### config.mk
export PLATFORM = sky130hd
export DESIGN_NAME = pipelined_ctrl_unit_flat
export DESIGN_NICKNAME = d
export VERILOG_FILES = /design/src/rtl/pipelined_ctrl_unit_if.sv /design/src/rtl/pipelined_ctrl_unit.sv /design/src/flat_wrapper.sv
export SDC_FILE = /design/constraint.sdc
export NUM_CORES = 1
export LEC_CHECK = 0
export ABC_CLOCK_PERIOD_IN_PS = 3400
export CAP_MARGIN = 20
export CORE_MARGIN = 5
export CORE_UTILIZATION = 35
export CTS_CLUSTER_DIAMETER = 80
export DETAILED_ROUTE_END_ITERATION = 8
export MAX_ROUTING_LAYER = met4
export PLACE_DENSITY = 0.77
export SLEW_MARGIN = 20
export SYNTH_ARGS = -nofsm -noshare
export SYNTH_HDL_FRONTEND = slang
export SYNTH_SLANG_ARGS = --single-unit
### constraint.sdc
create_clock -name clk -period 3.4 [get_ports clk]
set_clock_uncertainty 0.1 [all_clocks]
set_input_delay 0.68 -clock clk [delete_from_list [all_inputs] [get_ports clk]]
set_output_delay 0.68 -clock clk [all_outputs]
set_load 0.05 [all_outputs]
### src/rtl/pipelined_ctrl_unit_if.sv
// Control-unit bus: the ID-stage instruction stream going in, and the
// decode, hazard and pipelined control signals coming back out.
interface pipelined_ctrl_unit_if #(
    parameter int ALUC_W  = 4,
    parameter int RADDR_W = 5
);
    // Instruction stream presented to the ID stage
    logic [31:0]        instr_d;
    logic               valid_d;
    logic               flush_e;

    // Combinational ID-stage results
    logic               branch_d;
    logic               branch_ne_d;
    logic               jump_d;
    logic               stall_d;
    logic               illegal_d;

    // ID/EX control bundle
    logic               regwrite_e;
    logic               memtoreg_e;
    logic               memwrite_e;
    logic               alusrc_e;
    logic               zext_e;
    logic               link_e;
    logic               mul_start_e;
    logic [ALUC_W-1:0]  alu_ctrl_e;
    logic [RADDR_W-1:0] write_reg_e;

    // EX/MEM control bundle
    logic               regwrite_m;
    logic               memtoreg_m;
    logic [RADDR_W-1:0] write_reg_m;

    // Side that feeds instructions in and consumes the control signals
    modport master (
        output instr_d, valid_d, flush_e,
        input  branch_d, branch_ne_d, jump_d, stall_d, illegal_d,
        input  regwrite_e, memtoreg_e, memwrite_e, alusrc_e, zext_e, link_e,
        input  mul_start_e, alu_ctrl_e, write_reg_e,
        input  regwrite_m, memtoreg_m, write_reg_m
    );

    // Side implemented by the control unit itself
    modport slave (
        input  instr_d, valid_d, flush_e,
        output branch_d, branch_ne_d, jump_d, stall_d, illegal_d,
        output regwrite_e, memtoreg_e, memwrite_e, alusrc_e, zext_e, link_e,
        output mul_start_e, alu_ctrl_e, write_reg_e,
        output regwrite_m, memtoreg_m, write_reg_m
    );
endinterface

### src/rtl/pipelined_ctrl_unit.sv
// Decode and control for the 5-stage MIPS pipeline. Decodes the ID
// instruction, carries its control bundle through ID/EX and EX/MEM, and
// stalls ID (with an EX bubble) on load-use, branch-operand and
// multiplier-busy hazards. A small FSM tracks multi-cycle mult occupancy.
module pipelined_ctrl_unit #(
    parameter int ALUC_W  = 4,
    parameter int RADDR_W = 5,
    parameter int MUL_LAT = 4
) (
    input logic                  clk,
    input logic                  reset,
    pipelined_ctrl_unit_if.slave bus
);

    // Opcodes
    localparam logic [5:0] OP_RTYPE = 6'b000000;
    localparam logic [5:0] OP_LW    = 6'b100011;
    localparam logic [5:0] OP_SW    = 6'b101011;
    localparam logic [5:0] OP_BEQ   = 6'b000100;
    localparam logic [5:0] OP_BNE   = 6'b000101;
    localparam logic [5:0] OP_ADDI  = 6'b001000;
    localparam logic [5:0] OP_ANDI  = 6'b001100;
    localparam logic [5:0] OP_ORI   = 6'b001101;
    localparam logic [5:0] OP_SLTI  = 6'b001010;
    localparam logic [5:0] OP_J     = 6'b000010;
    localparam logic [5:0] OP_JAL   = 6'b000011;

    // R-type function codes
    localparam logic [5:0] FN_ADD   = 6'b100000;
    localparam logic [5:0] FN_SUB   = 6'b100010;
    localparam logic [5:0] FN_AND   = 6'b100100;
    localparam logic [5:0] FN_OR    = 6'b100101;
    localparam logic [5:0] FN_NOR   = 6'b100111;
    localparam logic [5:0] FN_SLT   = 6'b101010;
    localparam logic [5:0] FN_SLL   = 6'b000000;
    localparam logic [5:0] FN_SRL   = 6'b000010;
    localparam logic [5:0] FN_MULT  = 6'b011000;
    localparam logic [5:0] FN_MFHI  = 6'b010000;
    localparam logic [5:0] FN_MFLO  = 6'b010010;

    // ALU operation codes (zero-filled up to ALUC_W on the output)
    localparam logic [3:0] ALU_AND  = 4'b0000;
    localparam logic [3:0] ALU_OR   = 4'b0001;
    localparam logic [3:0] ALU_ADD  = 4'b0010;
    localparam logic [3:0] ALU_SLL  = 4'b0011;
    localparam logic [3:0] ALU_NOR  = 4'b0100;
    localparam logic [3:0] ALU_SRL  = 4'b0101;
    localparam logic [3:0] ALU_SUB  = 4'b0110;
    localparam logic [3:0] ALU_SLT  = 4'b0111;

    // Multiplier occupancy counter sizing; a latency of 1 never goes busy
    localparam int          CNT_W     = $clog2(MUL_LAT + 1);
    localparam logic        MUL_MULTI = (MUL_LAT > 1);
    localparam logic [CNT_W-1:0] CNT_START = CNT_W'(MUL_LAT - 1);
    localparam logic [CNT_W-1:0] CNT_ONE   = CNT_W'(1);

    typedef enum logic {
        IDLE,
        BUSY
    } mulState_t;

    // Control bundle carried from ID into EX
    typedef struct packed {
        logic               regwrite;
        logic               memtoreg;
        logic               memwrite;
        logic               alusrc;
        logic               zext;
        logic               link;
        logic               mulStart;
        logic [3:0]         aluOp;
        logic [RADDR_W-1:0] writeReg;
    } ctrl_t;

    // Instruction fields
    logic [5:0]         opcode;
    logic [5:0]         funct;
    logic [RADDR_W-1:0] rsD;
    logic [RADDR_W-1:0] rtD;
    logic [RADDR_W-1:0] rdD;
    logic               unusedShamt;

    // Decoder results
    logic               decRegwrite;
    logic               decMemtoreg;
    logic               decMemwrite;
    logic               decAlusrc;
    logic               decZext;
    logic               decLink;
    logic               decMult;
    logic               decMfhilo;
    logic               decBranch;
    logic               decBranchNe;
    logic               decJump;
    logic               decIllegal;
    logic               decRtSrc;
    logic               decIsR;
    logic [3:0]         decAluOp;
    logic [RADDR_W-1:0] decWriteReg;

    // Hazard terms
    logic               loadUseHaz;
    logic               branchHaz;
    logic               mulBusyHaz;
    logic               stall;
    logic               mulBusy;

    // Pipeline and FSM state
    ctrl_t              idEx_d;
    ctrl_t              idEx_q;
    logic               memRegwrite_q;
    logic               memMemtoreg_q;
    logic [RADDR_W-1:0] memWriteReg_q;
    mulState_t          state_d;
    mulState_t          state_q;
    logic [CNT_W-1:0]   mulCnt_d;
    logic [CNT_W-1:0]   mulCnt_q;

    assign opcode = bus.instr_d[31:26];
    assign funct  = bus.instr_d[5:0];
    assign rsD    = RADDR_W'(bus.instr_d[25:21]);
    assign rtD    = RADDR_W'(bus.instr_d[20:16]);
    assign rdD    = RADDR_W'(bus.instr_d[15:11]);
    // Shift amount belongs to the datapath, not to control
    assign unusedShamt = ^bus.instr_d[10:6];

    // Main decoder: opcode, then funct for R-type, into control flags and ALU op
    always_comb begin
        decRegwrite = 1'b0;
        decMemtoreg = 1'b0;
        decMemwrite = 1'b0;
        decAlusrc   = 1'b0;
        decZext     = 1'b0;
        decLink     = 1'b0;
        decMult     = 1'b0;
        decMfhilo   = 1'b0;
        decBranch   = 1'b0;
        decBranchNe = 1'b0;
        decJump     = 1'b0;
        decIllegal  = 1'b0;
        decRtSrc    = 1'b0;
        decIsR      = 1'b0;
        decAluOp    = ALU_AND;
        case (opcode)
            OP_RTYPE: begin
                decIsR   = 1'b1;
                decRtSrc = 1'b1;
                case (funct)
                    FN_ADD:  begin decRegwrite = 1'b1; decAluOp = ALU_ADD; end
                    FN_SUB:  begin decRegwrite = 1'b1; decAluOp = ALU_SUB; end
                    FN_AND:  begin decRegwrite = 1'b1; decAluOp = ALU_AND; end
                    FN_OR:   begin decRegwrite = 1'b1; decAluOp = ALU_OR;  end
                    FN_NOR:  begin decRegwrite = 1'b1; decAluOp = ALU_NOR; end
                    FN_SLT:  begin decRegwrite = 1'b1; decAluOp = ALU_SLT; end
                    FN_SLL:  begin decRegwrite = 1'b1; decAluOp = ALU_SLL; end
                    FN_SRL:  begin decRegwrite = 1'b1; decAluOp = ALU_SRL; end
                    FN_MULT: decMult = 1'b1;
                    FN_MFHI, FN_MFLO: begin
                        decRegwrite = 1'b1;
                        decMfhilo   = 1'b1;
                    end
                    default: decIllegal = 1'b1;
                endcase
            end
            OP_LW: begin
                decRegwrite = 1'b1;
                decMemtoreg = 1'b1;
                decAlusrc   = 1'b1;
                decAluOp    = ALU_ADD;
            end
            OP_SW: begin
                decMemwrite = 1'b1;
                decAlusrc   = 1'b1;
                decRtSrc    = 1'b1;
                decAluOp    = ALU_ADD;
            end
            OP_BEQ: begin
                decBranch = 1'b1;
                decRtSrc  = 1'b1;
                decAluOp  = ALU_SUB;
            end
            OP_BNE: begin
                decBranchNe = 1'b1;
                decRtSrc    = 1'b1;
                decAluOp    = ALU_SUB;
            end
            OP_ADDI: begin
                decRegwrite = 1'b1;
                decAlusrc   = 1'b1;
                decAluOp    = ALU_ADD;
            end
            OP_ANDI: begin
                decRegwrite = 1'b1;
                decAlusrc   = 1'b1;
                decZext     = 1'b1;
                decAluOp    = ALU_AND;
            end
            OP_ORI: begin
                decRegwrite = 1'b1;
                decAlusrc   = 1'b1;
                decZext     = 1'b1;
                decAluOp    = ALU_OR;
            end
            OP_SLTI: begin
                decRegwrite = 1'b1;
                decAlusrc   = 1'b1;
                decAluOp    = ALU_SLT;
            end
            OP_J: begin
                decJump = 1'b1;
            end
            OP_JAL: begin
                decJump     = 1'b1;
                decLink     = 1'b1;
                decRegwrite = 1'b1;
                decAluOp    = ALU_ADD;
            end
            default: decIllegal = 1'b1;
        endcase
    end

    // Destination register: jal links into $31, R-type writes rd, the rest rt
    always_comb begin
        decWriteReg = rtD;
        if (opcode == OP_JAL) begin
            decWriteReg = RADDR_W'(31);
        end else if (decIsR) begin
            decWriteReg = rdD;
        end
    end

    // Hazard detection against the instructions now in EX and MEM
    always_comb begin
        loadUseHaz = idEx_q.memtoreg && (idEx_q.writeReg != '0) &&
                     ((idEx_q.writeReg == rsD) || (decRtSrc && (idEx_q.writeReg == rtD)));
        branchHaz  = (decBranch || decBranchNe) &&
                     ((idEx_q.regwrite && (idEx_q.writeReg != '0) &&
                       ((idEx_q.writeReg == rsD) || (idEx_q.writeReg == rtD))) ||
                      (memMemtoreg_q && (memWriteReg_q != '0) &&
                       ((memWriteReg_q == rsD) || (memWriteReg_q == rtD))));
        mulBusyHaz = mulBusy && (decMult || decMfhilo);
        stall      = bus.valid_d && (loadUseHaz || branchHaz || mulBusyHaz);
    end

    // Next ID/EX contents: the decoded bundle, or a bubble when it must not issue
    always_comb begin
        idEx_d = '0;
        if (!(bus.flush_e || stall || !bus.valid_d || decIllegal)) begin
            idEx_d.regwrite = decRegwrite;
            idEx_d.memtoreg = decMemtoreg;
            idEx_d.memwrite = decMemwrite;
            idEx_d.alusrc   = decAlusrc;
            idEx_d.zext     = decZext;
            idEx_d.link     = decLink;
            idEx_d.mulStart = decMult;
            idEx_d.aluOp    = decAluOp;
            idEx_d.writeReg = decWriteReg;
        end
    end

    // ID/EX and EX/MEM pipeline registers
    always_ff @(posedge clk) begin
        if (reset) begin
            idEx_q        <= '0;
            memRegwrite_q <= 1'b0;
            memMemtoreg_q <= 1'b0;
            memWriteReg_q <= '0;
        end else begin
            idEx_q        <= idEx_d;
            memRegwrite_q <= idEx_q.regwrite;
            memMemtoreg_q <= idEx_q.memtoreg;
            memWriteReg_q <= idEx_q.writeReg;
        end
    end

    // Multiplier FSM state register; reset abandons any in-flight mult
    always_ff @(posedge clk) begin
        if (reset) begin
            state_q  <= IDLE;
            mulCnt_q <= '0;
        end else begin
            state_q  <= state_d;
            mulCnt_q <= mulCnt_d;
        end
    end

    // Multiplier FSM next state: go busy when a mult enters EX, count down the rest
    always_comb begin
        state_d  = state_q;
        mulCnt_d = mulCnt_q;
        case (state_q)
            IDLE: begin
                if (idEx_d.mulStart && MUL_MULTI) begin
                    state_d  = BUSY;
                    mulCnt_d = CNT_START;
                end
            end
            BUSY: begin
                if (mulCnt_q == CNT_ONE) begin
                    state_d  = IDLE;
                    mulCnt_d = '0;
                end else begin
                    mulCnt_d = mulCnt_q - CNT_ONE;
                end
            end
            default: begin
                state_d  = IDLE;
                mulCnt_d = '0;
            end
        endcase
    end

    // Multiplier FSM outputs
    always_comb begin
        mulBusy = (state_q == BUSY);
    end

    assign bus.branch_d    = decBranch;
    assign bus.branch_ne_d = decBranchNe;
    assign bus.jump_d      = decJump;
    assign bus.illegal_d   = decIllegal;
    assign bus.stall_d     = stall;

    assign bus.regwrite_e  = idEx_q.regwrite;
    assign bus.memtoreg_e  = idEx_q.memtoreg;
    assign bus.memwrite_e  = idEx_q.memwrite;
    assign bus.alusrc_e    = idEx_q.alusrc;
    assign bus.zext_e      = idEx_q.zext;
    assign bus.link_e      = idEx_q.link;
    assign bus.mul_start_e = idEx_q.mulStart;
    assign bus.alu_ctrl_e  = ALUC_W'(idEx_q.aluOp);
    assign bus.write_reg_e = idEx_q.writeReg;

    assign bus.regwrite_m  = memRegwrite_q;
    assign bus.memtoreg_m  = memMemtoreg_q;
    assign bus.write_reg_m = memWriteReg_q;

endmodule

### src/flat_wrapper.sv
// flat-port wrapper written by rule: the top's interface ports become plain ports
module pipelined_ctrl_unit_flat 
#(
    parameter int ALUC_W  = 4,
    parameter int RADDR_W = 5,
    parameter int MUL_LAT = 4
)
  (clk, reset, bus_instr_d, bus_valid_d, bus_flush_e, bus_branch_d, bus_branch_ne_d, bus_jump_d, bus_stall_d, bus_illegal_d, bus_regwrite_e, bus_memtoreg_e, bus_memwrite_e, bus_alusrc_e, bus_zext_e, bus_link_e, bus_mul_start_e, bus_alu_ctrl_e, bus_write_reg_e, bus_regwrite_m, bus_memtoreg_m, bus_write_reg_m);
  pipelined_ctrl_unit_if #(.ALUC_W(ALUC_W), .RADDR_W(RADDR_W)) bus_i ();
  input logic clk;
  input logic reset;
  input wire logic [$bits(bus_i.instr_d)-1:0] bus_instr_d;
  input wire logic [$bits(bus_i.valid_d)-1:0] bus_valid_d;
  input wire logic [$bits(bus_i.flush_e)-1:0] bus_flush_e;
  output wire logic [$bits(bus_i.branch_d)-1:0] bus_branch_d;
  output wire logic [$bits(bus_i.branch_ne_d)-1:0] bus_branch_ne_d;
  output wire logic [$bits(bus_i.jump_d)-1:0] bus_jump_d;
  output wire logic [$bits(bus_i.stall_d)-1:0] bus_stall_d;
  output wire logic [$bits(bus_i.illegal_d)-1:0] bus_illegal_d;
  output wire logic [$bits(bus_i.regwrite_e)-1:0] bus_regwrite_e;
  output wire logic [$bits(bus_i.memtoreg_e)-1:0] bus_memtoreg_e;
  output wire logic [$bits(bus_i.memwrite_e)-1:0] bus_memwrite_e;
  output wire logic [$bits(bus_i.alusrc_e)-1:0] bus_alusrc_e;
  output wire logic [$bits(bus_i.zext_e)-1:0] bus_zext_e;
  output wire logic [$bits(bus_i.link_e)-1:0] bus_link_e;
  output wire logic [$bits(bus_i.mul_start_e)-1:0] bus_mul_start_e;
  output wire logic [$bits(bus_i.alu_ctrl_e)-1:0] bus_alu_ctrl_e;
  output wire logic [$bits(bus_i.write_reg_e)-1:0] bus_write_reg_e;
  output wire logic [$bits(bus_i.regwrite_m)-1:0] bus_regwrite_m;
  output wire logic [$bits(bus_i.memtoreg_m)-1:0] bus_memtoreg_m;
  output wire logic [$bits(bus_i.write_reg_m)-1:0] bus_write_reg_m;
  assign bus_i.instr_d = bus_instr_d;
  assign bus_i.valid_d = bus_valid_d;
  assign bus_i.flush_e = bus_flush_e;
  assign bus_branch_d = bus_i.branch_d;
  assign bus_branch_ne_d = bus_i.branch_ne_d;
  assign bus_jump_d = bus_i.jump_d;
  assign bus_stall_d = bus_i.stall_d;
  assign bus_illegal_d = bus_i.illegal_d;
  assign bus_regwrite_e = bus_i.regwrite_e;
  assign bus_memtoreg_e = bus_i.memtoreg_e;
  assign bus_memwrite_e = bus_i.memwrite_e;
  assign bus_alusrc_e = bus_i.alusrc_e;
  assign bus_zext_e = bus_i.zext_e;
  assign bus_link_e = bus_i.link_e;
  assign bus_mul_start_e = bus_i.mul_start_e;
  assign bus_alu_ctrl_e = bus_i.alu_ctrl_e;
  assign bus_write_reg_e = bus_i.write_reg_e;
  assign bus_regwrite_m = bus_i.regwrite_m;
  assign bus_memtoreg_m = bus_i.memtoreg_m;
  assign bus_write_reg_m = bus_i.write_reg_m;
  pipelined_ctrl_unit #(.ALUC_W(ALUC_W), .RADDR_W(RADDR_W), .MUL_LAT(MUL_LAT)) u_core (.clk(clk), .reset(reset), .bus(bus_i));
endmodule
==> flow_summary.json <==
{
  "outcome": "completed",
  "via_per_inst": 5.39,
  "crit_path_end_kind": "output port",
  "power_frac_comb": 0.207,
  "place.gp.congestion": 0.918,
  "relSlewSlack": 0.656,
  "synthMuxAreaShare": 0.0368,
  "synth_top_family_by_area": "simple AND/OR/NAND/NOR gates",
  "min_path_cells": 1,
  "yosysUniqueCellTypes": 54,
  "cts-root-buf": "clkbuf_8",
  "yosysMostFrequentCell": "dfxtp_1",
  "drtIter0Drc": 82,
  "syn_inst": 191,
  "fin_util": 0.549,
  "max_freq_ghz": 0.302,
  "clk-insertion-delay-late_ps": 270,
  "seq_power_share": 0.435,
  "setup_violations": 0,
  "ant_nets": 0,
  "antenna_found_initial": 0,
  "wire_per_inst_um": 15.3,
  "tns_ps": 0,
  "synthToLayoutAreaGrowth_pct": 53.8,
  "h-tree-depth": 1,
  "synth-xor-area-share": 0.105,
  "synthAdderAreaFrac": 0.0150,
  "grt_pass1_vias": 1641,
  "power.switching_mw": 0.168,
  "clock_path_buffers": 2,
  "grt_pass1_wl_um": 7670,
  "min-delay-start": "u_core.bus.memtoreg_e$_SDFF_PP0_",
  "dp.cells": 311,
  "dieWidth_um": 79.0,
  "dieHeight_um": 79.0,
  "peakVddDrop_mv": 0.126,
  "tightest_slew_ps": 515,
  "hold_viol_final": 0,
  "reg2reg_from": "u_core.bus.write_reg_e[1]$_SDFF_PP0_",
  "nFillCells": 424,
  "grtUsageTotal": 0.157,
  "dr_total_vias": 1698,
  "post-route-period-util": 0.973,
  "p_per_area_nw_per_um2": 275,
  "drv_cap": 0,
  "rsz0062_at_grt": "no",
  "wirelength_um": 4810,
  "grt_max_degree": 16,
  "synth-compound-area-share": 0.179,
  "stdcell_count": 315,
  "final_area_um2": 2560,
  "period_needed_ps": 3310,
  "startpoint": "bus_instr_d[26]",
  "synth_area_um2": 1660,
  "cp_max_fo": 2,
  "synthesis.nets": 229,
  "crit_type": "in2out",
  "numCtsBuffers": 3,
  "synth_common_cells": "dfxtp_1 (26), xnor2_1 (18), nand2_1 (13)",
  "layout-drive-gt1-share": 0.195,
  "synth-seq-area-share": 0.313,
  "core_area_um2": 4660,
  "ys_ff_latch": 26,
  "synthTopCellsByArea": "dfxtp_1 (31%), xnor2_1 (9.5%), nor2b_1 (3.4%)",
  "cts_tree": "done",
  "synth_top_area_share": 0.313,
  "synth-edff-count": 0,
  "finalPower_mw": 0.705,
  "yosys.area_share.simple": 0.302,
  "synthArstFlopShare": 0,
  "dpl_cell_area_um2": 2450,
  "num_rows": 25,
  "pre_cts_ws_ps": -13.4,
  "multi_input_area_um2": 1110,
  "holdBufCountCts": 0,
  "avgSynthCellArea_um2": 8.71,
  "p_int_mw": 0.537,
  "top_level_ports": 64,
  "dp_hpwl_um": 3770,
  "seq_area_um2": 520,
  "arrival_ps": 2530,
  "yosysWarnings": 0,
  "setup_slack_ps": 90.8,
  "reg2reg_depth": 8,
  "hold_path_class": "reg2reg",
  "final_nets": 300,
  "drv_slew": 0,
  "startpoint_type": "input port",
  "grt_overflow": 0,
  "clkSlewWorstSetupHoldPaths_ps": 90,
  "whs_ps": 394,
  "num_antenna_cells": 0,
  "port_buffers": 57,
  "cts.sink_count": 26,
  "p_sw_frac": 0.239,
  "die_area_um2": 6230,
  "yosysTopAreaCell": "dfxtp_1",
  "dr.pass1.iters": 4,
  "total_leakage_power_nw": 0.921,
  "start_util": 0.357,
  "ys.flop_type": "dfxtp_1",
  "worst_ep_required_time_ps": 2620,
  "power_frac_clock": 0.358,
  "drcViolationCount": 0
}
cells in the final DEF (no fill, tap or decap), types with 2 or more instances in the layout:
cell and count:
dfxtp_1 26, buf_4 20, nand2b_1 6, nor3_1 6
nor4b_1 2, nor2_1 11, a31oi_1 3, or4_1 2
o21ai_0 5, nand4_1 4, nor4_4 2, clkdlybuf4s50_1 52
a2111oi_2 2, nor3_2 2, a221oi_1 2, clkbuf_8 3
xor2_1 2, xnor2_1 18, o22ai_1 4, inv_1 6
mux2i_1 5, buf_12 5, ha_1 2, nand3_1 7
a211oi_2 2, nor4_2 3, nand2_1 13, a2111oi_0 4
a21oi_1 6, nor2b_1 9
final cells by class:
class / count / area share
clock buffers: 3 / 0.0161
clock inverters: 1 / 0.0117
inverters: 6 / 0.00880
multi-input cells: 148 / 0.433
flip-flops and latches: 26 / 0.203
well taps: 54 / 0.0264
repair buffers: 77 / 0.301
worst paths after layout:
path,endpoint,slack (ps)
setup / recovery,bus_stall_d,90
hold / removal,u_core.bus.memtoreg_m$_SDFF_PP0_,390
setup reg to reg,u_core.bus.alusrc_e$_SDFF_PP0_,840
hold reg to reg,u_core.bus.memtoreg_m$_SDFF_PP0_,390
critical path, cell delays in order:
cell and delay [ps]:
clkdlybuf4s50_1 410, nor2b_1 140, or4_1 450, a211oi_2 290, a211oi_2 140, o311ai_4 90
and2_4 200, buf_12 130
layer usage:
layer | part of all wire | vias up | global-route usage | wire length, µm
met1 | 0.43 | 791 | 0.192 | 2090
met2 | 0.49 | 63 | 0.262 | 2350
met4 | 0.018 | 0 | 0.0601 | 85
li1 | - | 837 | - | -
met3 | 0.060 | 7 | 0.0227 | 289
met5 | 0 | - | - | 0
cell families (layout without fill, tap and decap cells):
| family | count (synthesis) | in the layout |
|---|---|---|
| AO/OA/AOI/OAI | 38 | 38 |
| XOR/XNOR | 20 | 20 |
| adder cells (fa/ha/maj) | 2 | 2 |
| buffers and inverters | 17 | 87 |
| flip-flops | 26 | 26 |
| multiplexers | 6 | 6 |
| other | 1 | 1 |
| AND/OR/NAND/NOR | 81 | 81 |
flip-flops by register name (all words and copies together), names as in the netlist:
signal,flops
u_core.mulCnt_q,3
u_core.bus.mul_start_e,1
u_core.bus.alu_ctrl_e,3
u_core.bus.memtoreg_e,1
u_core.mulBusy,1
u_core.bus.memtoreg_m,1
u_core.bus.regwrite_m,1
u_core.bus.zext_e,1
u_core.bus.alusrc_e,1
u_core.bus.write_reg_m,5
u_core.bus.link_e,1
u_core.bus.write_reg_e,5
u_core.bus.regwrite_e,1
u_core.bus.memwrite_e,1
power groups by stage:
stage / Clock [mW] / Sequential, mW / Combinational, mW
after CTS: 0.260 / 0.307 / 0.144
after floorplan: 0 / 0.318 / 0.0647
after global routing: 0.271 / 0.307 / 0.156
after detailed placement: 0 / 0.314 / 0.143
final: 0.252 / 0.307 / 0.146
after global placement: 0 / 0.314 / 0.140
timing repair:
action,4_1_cts,5_1_grt
resized for setup,1,6
pin swaps,0,3
cloned,0,0
setup endpoints to repair,1,1
setup buffers,0,0
(Power assumes the default switching activity.)
==> variant 1: new RTL, config.mk and constraints unchanged <==
`MUL_LAT` is set to 4 in 2 places; all go to 8.
--- a/src/rtl/pipelined_ctrl_unit.sv
+++ b/src/rtl/pipelined_ctrl_unit.sv
@@ -7,3 +7,3 @@
     parameter int RADDR_W = 5,
-    parameter int MUL_LAT = 4
+    parameter int MUL_LAT = 8
 ) (
--- a/src/flat_wrapper.sv
+++ b/src/flat_wrapper.sv
@@ -5,3 +5,3 @@
     parameter int RADDR_W = 5,
-    parameter int MUL_LAT = 4
+    parameter int MUL_LAT = 8
 )
Formal check against the unedited RTL: not equivalent (Yosys sat finds a counterexample within 10 cycles, from zero or initial values and one cycle with reset high).
==> variant 1 against the unedited design <==
- cell area down 1.9%
- count of clock-buffer cells in the layout unchanged
- synthesized cell count up 11%
- wire length down 3.4%
- worst setup slack better by 0.027 ns
- register-to-register slack better by 0.05 ns
- sequential cell count up 1
- non-clock buffer count unchanged
- largest power group unchanged
- area after synthesis up 1.4%
- worst hold slack better by 0.0011 ns
- total power down 9.1%
==> variant 1: results (changes against the unedited design) <==
total number of vias 1751 (+3.1%); Placement Setup Slack -0.03006 ns (-0.01664 ns); Filler Cells Inserted 452 (+6.6%); share of the yosys chip area belonging to registers 32.02% (+0.75 points); Hold Startpoint u_core.mulCnt_q[1]$_SDFFE_PP0P_; commonest cells in the synthesized netlist sky130_fd_sc_hd__dfxtp_1 (27), sky130_fd_sc_hd__nand2_1 (22), sky130_fd_sc_hd__nor2_1 (19), sky130_fd_sc_hd__xnor2_1 (19), sky130_fd_sc_hd__a21oi_1 (10); post-layout min period 3.282 ns (-0.02742 ns); worst-case headroom to the max-slew limit 66.20% (+0.65 points); arrival time reported for the critical path endpoint 2.50 ns (-0.03 ns); result of the run finished, final reports clean; first-pass GRT wire length 7.610 mm (-0.81%); post-place instance area 2466 µm² (+0.51%); vias in the first global route 1659 (+1.1%); 1st-iter DRT viols 48 (-41%); largest cells by area after synthesis sky130_fd_sc_hd__dfxtp_1 (32%), sky130_fd_sc_hd__xnor2_1 (9.9%), sky130_fd_sc_hd__nand2_1 (4.9%), sky130_fd_sc_hd__nor2_1 (4.2%), sky130_fd_sc_hd__nor2b_1 (3.3%); number of instances resized during post-cts repair 0 (-1); Peak supply drop 0.1296 mV (+3.2%); final weighted congestion in routability-driven placement 0.8082 (-12%); destination of the critical timing path bus_stall_d; max incr delay on CP 0.41 ns (-0.04 ns); ratio of cells with drive above 1 in the final layout 14.89% (-4.6 points); slowest cell on the critical path sky130_fd_sc_hd__clkdlybuf4s50_1; CTS Root Cell sky130_fd_sc_hd__clkbuf_8; kind of path behind the tightest hold check flip-flop to flip-flop; Cells after DPL 332 (+6.8%); static leakage power 0.8844 nW (-4.0%); Post-Synthesis Net Count 250 (+9.2%); number of unique standard cell types used by synthesis 49 (-9.3%); number of nets in the layout 321 (+7.0%); aggregate global-route resource usage 15.38% (-0.31 points); top cell family by delay on the critical path compound AO/OA/AOI/OAI gates; r2r startpoint u_core.bus.write_reg_e[0]$_SDFF_PP0_; Post-Syn Instances 212 (+11%); antenna cells 0 (unchanged); FF-to-FF setup slack 0.89 ns (+0.05 ns); start point of the critical path bus_instr_d[29]; multi-input logic area 1065 µm² (-3.8%); largest fanout of any net on the critical path 2 (unchanged); terminating pin of the worst hold path u_core.mulCnt_q[1]$_SDFFE_PP0P_; half-perimeter wire length after detailed placement 3.806 mm (+0.83%); WL final 4.647 mm (-3.4%); Min Hold Slack 0.3949 ns (+0.001080 ns); average vias per placed instance 5.211 (-3.3%)
[variant 1: report_power, final]
group | switching (mW) | internal [mW] | total (mW) | leakage [nW]
clock network | 0.0994 | 0.0822 | 0.182 | 0.0255
logic | 0.0690 | 0.0723 | 0.141 | 0.641
registers | 0.00120 | 0.317 | 0.318 | 0.217
[variant 1: final cells by class]
type	count	area share [%]
Multi-Input combinational cell	168	42.38
Timing Repair Buffer	77	30.68
Sequential cell	27	21.51
Tap cell	54	2.689
Clock buffer	3	1.643
Inverter	6	0.8964
Clock inverter	1	0.1992
[variant 1: cell families after synthesis]
kind of cell / synth area share [%]
simple gates: 32.17
compound gates: 17.42
flops: 32.02
xor+xnor: 10.38
buf+inv: 5.633
fa+ha+maj: 1.482
other cells: 0.2222
mux: 0.6671
[variant 1: metal layers]
metal	global-route usage, %	vias to the layer above	wire (µm)
met1	19.13	818	2107
met3	1.129	4	127
met4	4.811	0	51
met5	-	-	0
li1	-	890	-
met2	26.54	39	2362
==> variant 2: new RTL, config.mk and constraints unchanged <==
Made on the original files. `memWriteReg_q` no longer has a reset.
--- a/src/rtl/pipelined_ctrl_unit.sv
+++ b/src/rtl/pipelined_ctrl_unit.sv
@@ -266,3 +266,2 @@
             memMemtoreg_q <= 1'b0;
-            memWriteReg_q <= '0;
         end else begin
@@ -271,4 +270,7 @@
             memMemtoreg_q <= idEx_q.memtoreg;
-            memWriteReg_q <= idEx_q.writeReg;
         end
+    end
+
+    always_ff @(posedge clk) begin
+        memWriteReg_q <= idEx_q.writeReg;
     end
Function: differs if reset is asserted again (counterexample within 4 cycles, from zero or initial values and one cycle with reset high); with reset held inactive, the same outputs for 10 cycles.
==> variant 2 against the unedited design <==
- wire length shrank 9.7%
- area after synthesis down 1.7%
- worst hold slack got worse by 0.071 ns
- sequential cell count unchanged
- total power down 0.80%
- cell area shrank 2.1%
- worst setup slack better by 0.023 ns
- via count fell by 4.5%
- largest cell class unchanged
- largest power group unchanged
==> variant 2: results (changes against the unedited design) <==
result of the run finished, final reports clean; number of unique standard cell types used by synthesis 57 (+5.6%); half-perimeter wire length after detailed placement 3.609 mm (-4.4%); kind of path behind the tightest hold check flip-flop to flip-flop; WL/cell 13.84 µm (-9.4%); clock share of power 36.6% (+0.8 points); number of instances resized during post-cts repair 0 (-1); aggregate global-route resource usage 15.03% (-0.65 points); Hold Startpoint u_core.bus.write_reg_e[2]$_SDFF_PP0_; total internal power 536.1 µW (-0.13%); final weighted congestion in routability-driven placement 0.8772 (-4.5%); largest fanout of any net on the critical path 5 (+3); Post-Synthesis Mean Instance Area 8.659 µm² (-0.61%); largest cells by area after synthesis sky130_fd_sc_hd__dfxtp_1 (32%), sky130_fd_sc_hd__xnor2_1 (9.1%), sky130_fd_sc_hd__nand2_1 (6.4%), sky130_fd_sc_hd__nor3_2 (5.5%), sky130_fd_sc_hd__nor2_1 (3.2%); WL final 4.345 mm (-9.7%); Placement Setup Slack 0.1188 ns (+0.1322 ns); part of the total power dissipated in sequential elements 43.9% (+0.4 points); actual transition at the worst max-transition pin 0.6410 ns (+0.1259 ns); Filler Cells Inserted 397 (-6.4%); first-pass GRT wire length 7.472 mm (-2.6%); Cells after DPL 310 (-0.32%); Clk. pwr 256 µW (+2%); start point of the critical path bus_instr_d[26]; FF-to-FF setup slack 1.10 ns (+0.26 ns); number of nets in the layout 301 (+0.33%); slowest cell on the critical path sky130_fd_sc_hd__clkdlybuf4s50_1; total number of vias 1622 (-4.5%); arrival time reported for the critical path endpoint 2.51 ns (-0.02 ns); static leakage power 0.8596 nW (-6.7%); commonest cells in the synthesized netlist sky130_fd_sc_hd__nand2_1 (28), sky130_fd_sc_hd__dfxtp_1 (26), sky130_fd_sc_hd__xnor2_1 (17); max incr delay on CP 0.53 ns (+0.08 ns); Peak supply drop 0.2445 mV (+95%); post-place instance area 2435 µm² (-0.76%); highest clock frequency the design can meet 304.3 MHz (+0.69%); share of the yosys chip area belonging to registers 31.80% (+0.53 points); top cell family by delay on the critical path buffers and inverters
[variant 2: per-layer routing]
layer  track usage [%]  up-vias  routed length [µm]  share of wire (%)
met5                 -        -                   0                  0
li1                  -      831                   -                  -
met4             1.573        0                  11               0.25
met1             18.04      737                1864                 43
met3             3.318        2                 266                6.1
met2             26.71       52                2202                 51
[variant 2: worst min-delay path by stage]
stage | end | slack [ns] | depth (start not counted)
6_report | u_core.bus.write_reg_m[2]$_DFF_P_ | 0.32 | 0
5_1_grt | u_core.bus.write_reg_m[4]$_DFF_P_ | 0.34 | 0
4_1_cts | u_core.bus.write_reg_m[2]$_DFF_P_ | 0.33 | 0
3_5_place_dp | u_core.bus.write_reg_m[2]$_DFF_P_ | 0.32 | 0
3_3_place_gp | u_core.bus.write_reg_m[3]$_DFF_P_ | 0.32 | 0
2_1_floorplan | u_core.mulCnt_q[0]$_SDFFE_PP0P_ | 0.36 | 1
[variant 2: cell type report]
cell class | count | area [µm²] | area share [%]
Sequential cell | 26 | 520.5 | 20.77
Clock buffer | 3 | 41.29 | 1.648
Inverter | 2 | 7.507 | 0.2996
Multi-Input combinational cell | 152 | 1051 | 41.94
Tap cell | 52 | 65.06 | 2.596
Clock inverter | 1 | 30.03 | 1.198
Timing Repair Buffer | 78 | 790.8 | 31.55
[variant 2: kinds of logic (layout without fill, tap and decap cells)]
group / after synthesis / count (layout) / share of synthesized area [%]
and+or+nand+nor: 95 / 95 / 33.95
AOI/OAI and AO/OA: 33 / 33 / 17.13
DFF: 26 / 26 / 31.80
xor gates and xnor gates: 20 / 20 / 10.70
buffers and inverters: 11 / 84 / 3.975
adders and majority gates: 2 / 2 / 1.529
other: 1 / 1 / 0.2291
muxes: 1 / 1 / 0.6880
